**src/rtl/hd_bitmask_pipe.sv**
```systemverilog
// hd_bitmask_pipe: streaming rightmost-bit mask operations
// with registered result, nonzero flag and popcount.
module hd_bitmask_pipe #(
    parameter int W      = 8,
    parameter int STAGES = 2,
    parameter int CW     = $clog2(W + 1)
) (
    input  logic          clk,
    input  logic          rst,
    input  logic          in_valid,
    output logic          in_ready,
    input  logic [W-1:0]  in_data,
    input  logic [2:0]    in_mode,
    output logic          out_valid,
    input  logic          out_ready,
    output logic [W-1:0]  out_data,
    output logic          out_nz,
    output logic [CW-1:0] out_cnt,
    output logic [15:0]   out_beats
);

    localparam int L = STAGES - 1;

    logic [STAGES-1:0] v_q;
    logic [STAGES-1:0] up_v;
    logic [STAGES-1:0] ld;
    logic [W-1:0]      d_q    [STAGES];
    logic [W-1:0]      load_d [STAGES];
    logic              nz_q;
    logic [CW-1:0]     cnt_q;
    logic [15:0]       beats_q;

    function automatic logic [W-1:0] mask_op(
        input logic [W-1:0] x,
        input logic [2:0]   m
    );
        logic [W-1:0] one;
        logic [W-1:0] dec;
        logic [W-1:0] inc;
        logic [W-1:0] r;
        one = W'(1);
        dec = x - one;
        inc = x + one;
        r   = '0;
        unique case (m)
            3'd0: r = x & dec;
            3'd1: r = x | inc;
            3'd2: r = x & (~x + one);
            3'd3: r = ~x & dec;
            3'd4: r = ~x & inc;
            3'd5: r = x ^ dec;
            3'd6: r = x | dec;
            3'd7: r = ((x | dec) + one) & x;
        endcase
        return r;
    endfunction

    function automatic logic [CW-1:0] pop(input logic [W-1:0] x);
        logic [CW-1:0] c;
        c = '0;
        for (int i = 0; i < W; i++) begin
            c = c + CW'(x[i]);
        end
        return c;
    endfunction

    // Load enables: a slot loads if it or any slot after it has room,
    // or the output drains.
    always_comb begin
        logic acc;
        ld  = '0;
        acc = out_ready;
        for (int k = STAGES - 1; k >= 0; k--) begin
            acc   = acc | ~v_q[k];
            ld[k] = acc;
        end
    end

    // Valid bit offered to each slot by its upstream neighbour.
    always_comb begin
        up_v    = '0;
        up_v[0] = in_valid;
        for (int k = 1; k < STAGES; k++) begin
            up_v[k] = v_q[k-1];
        end
    end

    // Operation is evaluated on entry to slot 1 (or slot 0 when
    // there is only one slot); later slots just carry the result.
    if (STAGES == 1) begin : g_eval
        assign load_d[0] = mask_op(in_data, in_mode);
    end else begin : g_eval
        logic [2:0] m0_q;

        // Mode travels with the raw operand in slot 0.
        always_ff @(posedge clk or posedge rst) begin
            if (rst) begin
                m0_q <= '0;
            end else if (ld[0]) begin
                m0_q <= in_mode;
            end
        end

        assign load_d[0] = in_data;
        assign load_d[1] = mask_op(d_q[0], m0_q);
        for (genvar k = 2; k < STAGES; k++) begin : g_pass
            assign load_d[k] = d_q[k-1];
        end
    end

    // Slot registers advance independently so bubbles collapse.
    always_ff @(posedge clk or posedge rst) begin
        if (rst) begin
            v_q <= '0;
            for (int k = 0; k < STAGES; k++) begin
                d_q[k] <= '0;
            end
        end else begin
            for (int k = 0; k < STAGES; k++) begin
                if (ld[k]) begin
                    v_q[k] <= up_v[k];
                    d_q[k] <= load_d[k];
                end
            end
        end
    end

    // Flag and popcount register alongside the last slot's data.
    always_ff @(posedge clk or posedge rst) begin
        if (rst) begin
            nz_q  <= 1'b0;
            cnt_q <= '0;
        end else if (ld[L]) begin
            nz_q  <= |load_d[L];
            cnt_q <= pop(load_d[L]);
        end
    end

    // Delivered-beat counter, wraps naturally at 16 bits.
    always_ff @(posedge clk or posedge rst) begin
        if (rst) begin
            beats_q <= '0;
        end else if (v_q[L] & out_ready) begin
            beats_q <= beats_q + 16'd1;
        end
    end

    assign in_ready  = ld[0];
    assign out_valid = v_q[L];
    assign out_data  = d_q[L];
    assign out_nz    = nz_q;
    assign out_cnt   = cnt_q;
    assign out_beats = beats_q;

endmodule

```
**config.mk**
```make
export PLATFORM = sky130hd
export DESIGN_NAME = hd_bitmask_pipe
export DESIGN_NICKNAME = d
export VERILOG_FILES = /design/src/rtl/hd_bitmask_pipe.sv
export SDC_FILE = /design/constraint.sdc
export NUM_CORES = 1
export LEC_CHECK = 0
export ABC_AREA = 1
export CAP_MARGIN = 15
export CORE_AREA = 2 2 104 106
export CTS_BUF_LIST = sky130_fd_sc_hd__clkbuf_8
export DETAILED_ROUTE_END_ITERATION = 8
export DIE_AREA = 0 0 106 108
export REMOVE_ABC_BUFFERS = 1
export SLEW_MARGIN = 20
export SYNTH_ARGS = -nofsm -noshare
export SYNTH_HDL_FRONTEND = slang
export SYNTH_SLANG_ARGS = --single-unit
```
**constraint.sdc**
```tcl
create_clock -name clk -period 8.85 [get_ports clk]
set_input_delay 0.885 -clock clk [delete_from_list [all_inputs] [get_ports clk]]
set_output_delay 0.885 -clock clk [all_outputs]
set_load 0.02 [all_outputs]
```
==> run_results.csv <==
group,metric,value,unit
critical_path,critical_path.max_fanout,13,
timing,worst_slew_margin_rel,63.7,%
timing,clock_skew,4.42,ps
global_route,number_of_antenna_violations_at_the_first_check_in_global_routing,0,
critical_path,worstReg2RegEnd,"out_cnt[2]",
critical_path,setup.worst_path.start_class,"register",
cts,cts_max_level,2,
power,clock_power_share,17.4,%
critical_path,crit_buf_inv,5,
power,power_switching,0.311,mW
critical_path,worst_path_dominant_cell_family,"adder cells",
global_route,global_route.usage.total,13.4,%
timing,least_margin_pin_slew,545,ps
timing,final_max_slew_viol_count,0,
cts,cts-buffers-inserted,5,
critical_path,critical_path_arrival,4910,ps
critical_path,critical_path.slowest_cell,"fa_1",
timing,maximum_clock_rate,0.212,GHz
routing,wirelength,7210,µm
cts,hold_buffers,0,
logic_synthesis,synth_area,0.00304,mm²
routing,wl_per_cell,12.5,µm
finish,fin_area,0.00367,mm²
place,routability_cong,0.929,
timing,report.final.hold_viol_count,0,
logic_synthesis,post_synth_num_cell_types,40,
global_route,grt_pass1_vias,2621,
finish,final_core_occ,35.8,%
logic_synthesis,synth.ff_latch_count,42,
place,io_buffer_count,45,
critical_path,cp-end-kind,"register",
cts,cts.repair.resized,0,
worst_hold_path,timing.hold.worst.class,"register to register",
cts,cts.path.max_buffers,2,
power,power.switching_fraction,41.8,%
floorplanning,chipWidth,106,µm
routing,detail_route.iter0.violations,129,
timing,finalSetupViolCount,0,
critical_path,crit_path_cell_trace,"inv_1, nand3_1, nand2_1, inv_1, nor2_1, o211ai_1, nand4_1, a21oi_1, fa_1, inv_1, fa_1, inv_1, fa_1, inv_1, ha_1, fa_1, xnor2_1, o21ai_0",
logic_synthesis,yosysWarnings,0,
routing,final_antenna_net_count,0,
power,internal_power,0.434,mW
power,power.density,203,mW/mm²
logic_synthesis,synth_top_area_cell,"dfrtp_1",
logic_synthesis,post_synth_inst_count,399,
routing,routed_via_density,4.55,
cts,clockRootBuffer,"clkbuf_8",
critical_path,worstSetupStartpoint,"g_eval.m0_q[1]",
critical_path,cp_common_cell,"inv_1",
floorplanning,design.portCount,46,
logic_synthesis,ys_seq_area_share,34.6,%
power,vdd_drop_max,0.0000910,V
logic_synthesis,synthDominantCellAreaShare,34.6,%
cts,worst_setup_hold_path_clk_slew,90,ps
floorplanning,dieArea,0.0114,mm²
finish,syn2layout_area_growth,20.8,%
floorplanning,floorplan.die.height,108,µm
critical_path,cp-endpoint,"out_cnt[2]",
timing,grt_setup_unrepaired,"no",
global_route,wire_length_of_the_first_global_routing_pass,12200,µm
timing,fin_hold_ws,473,ps
finish,share_of_layout_cells_above_drive_strength_1,6.14,%
power,post-layout-total-power,0.745,mW
routing,drc,0,
place,place_area,0.00358,mm²
global_route,grt_overflow_total,0,
finish,layout.cells.most_common_list,"nand2_1, inv_1, clkdlybuf4s50_1, dfrtp_1, nor2_1",
power,share_comb_of_total_power,47.7,%
critical_path,critPathMaxStageDelay,530,ps
timing,finalWorstPathRequiredPeriod,4730,ps
routing,dr.pass1.iters,5,
critical_path,reg2reg_setup_slack,4120,ps
finish,fill_cells,1080,
critical_path,worst_r2r_startpoint,"g_eval.m0_q[1]",
place,post_detail_place_hpwl,5660,µm
timing,layout_worst_path_cycle_share,53.4,%
cts,tritoncts_clock_tree,"yes",
critical_path,cp_depth,18,
finish,layout.nets,478,
floorplanning,placement_rows,37,
cts,worst_skew_pair.late_latency,310,ps
logic_synthesis,synth_area_leaders,"dfrtp_1, nand2_1, ha_1, inv_1, o21ai_0",
floorplanning,placeableCoreArea,0.0102,mm²
power,pwr-share-seq,34.9,%
run_status,outcome,"finished, final reports clean",
finish,antenna_cells_inserted,0,
timing,timing.setup.tns,0,ps
critical_path,cp_data_required_time,9040,ps
power,static-leakage-power,1.82,nW
worst_hold_path,worst_hold_path.num_cells,1,
routing,vias,2619,
cts,tritoncts_num_sinks,42,
cts,postCtsSetupRepairBufs,0,
logic_synthesis,post_synth.cell_area_avg,7.61,µm²
floorplanning,floorplan.initialDensity,29.7,%
critical_path,worstSetupPathType,"register to register",
global_route,grt_max_degree,43,
critical_path,worst_r2r_path_cells,18,
flow_run,drv_cap,0,
finish,layout.cells.most_common,"nand2_1",
layer usage:
layer | vias to the layer above | GRT usage [%] | part of all wire (%)
met3 | 9 | 3.19 | 5.1
met5 | - | 0 | 0
met2 | 62 | 23.5 | 47
li1 | 1363 | - | -
met4 | 0 | 4.23 | 1.3
met1 | 1185 | 16.3 | 47
worst min-delay path by stage:
stage	startpoint	endpoint	slack [ps]
5_1_grt	v_q[0]	v_q[1]	510
6_report	v_q[0]	v_q[1]	470
3_5_place_dp	v_q[0]	v_q[1]	460
4_1_cts	v_q[0]	v_q[1]	490
2_1_floorplan	v_q[0]	v_q[1]	440
3_3_place_gp	v_q[0]	v_q[1]	460
registers in the layout, indices dropped and copies added, names as in the netlist:
register     count
d_q              8
g_eval.m0_q      3
out_beats       16
out_cnt          4
out_data         8
out_nz           1
v_q              2
stage by stage:
step	setup slack, ps	cells
after floorplan	4620	384
after global placement	4320	568
after detailed placement	4150	568
after CTS	4120	576
after global routing	3690	576
final	4120	576
logic make-up after synthesis:
kind of cell	count (synthesis)	synth area share (%)
adder cells (fa/ha/maj)	24	10.9
AND/OR/NAND/NOR	184	26.9
AO/OA/AOI/OAI	60	12.2
XOR/XNOR	18	5.19
flip-flops	42	34.6
buffers and inverters	71	10.2
worst reg2reg max path, delay by kind of cell, from the launching register on:
kind / cells / cell delay, ps
AO/OA/AOI/OAI: 3 / 270
adder cells (fa/ha/maj): 5 / 2160
flip-flops: 1 / 450
AND/OR/NAND/NOR: 4 / 980
XOR/XNOR: 1 / 160
buffers and inverters: 5 / 600
power groups by stage:
stage,registers [mW],clock network [mW],logic [mW]
after CTS,0.261,0.135,0.359
after detailed placement,0.265,0,0.357
after global routing,0.267,0.143,0.402
after floorplan,0.295,0,0.196
final,0.260,0.129,0.356
after global placement,0.264,0,0.347
cells in the mapped netlist (all sizes together):
master / number
xnor2: 5
a21oi: 12
nand3: 23
nor3b: 1
a21o: 1
nand2: 103
or2: 3
o22ai: 2
nand4: 7
nor2: 38
and3: 1
nor3: 8
o211ai: 1
inv: 56
o32ai: 1
fa: 4
clkbuf: 4
o2111ai: 2
a211oi: 6
o21a: 1
dfrtp: 42
o221ai: 2
o21ai: 32
ha: 20
buf: 11
xor2: 13
cell type report:
| cell class | count | area (µm²) | share of cell area [%] |
|---|---|---|---|
| Clock buffer | 5 | 68.8 | 1.88 |
| Clock inverter | 3 | 17.5 | 0.478 |
| Inverter | 56 | 210 | 5.73 |
| Multi-Input combinational cell | 286 | 1680 | 45.7 |
| Sequential cell | 42 | 1050 | 28.7 |
| Tap cell | 136 | 170 | 4.64 |
| Timing Repair Buffer | 48 | 473 | 12.9 |
Note: power is estimated with default switching activity, not from simulation.
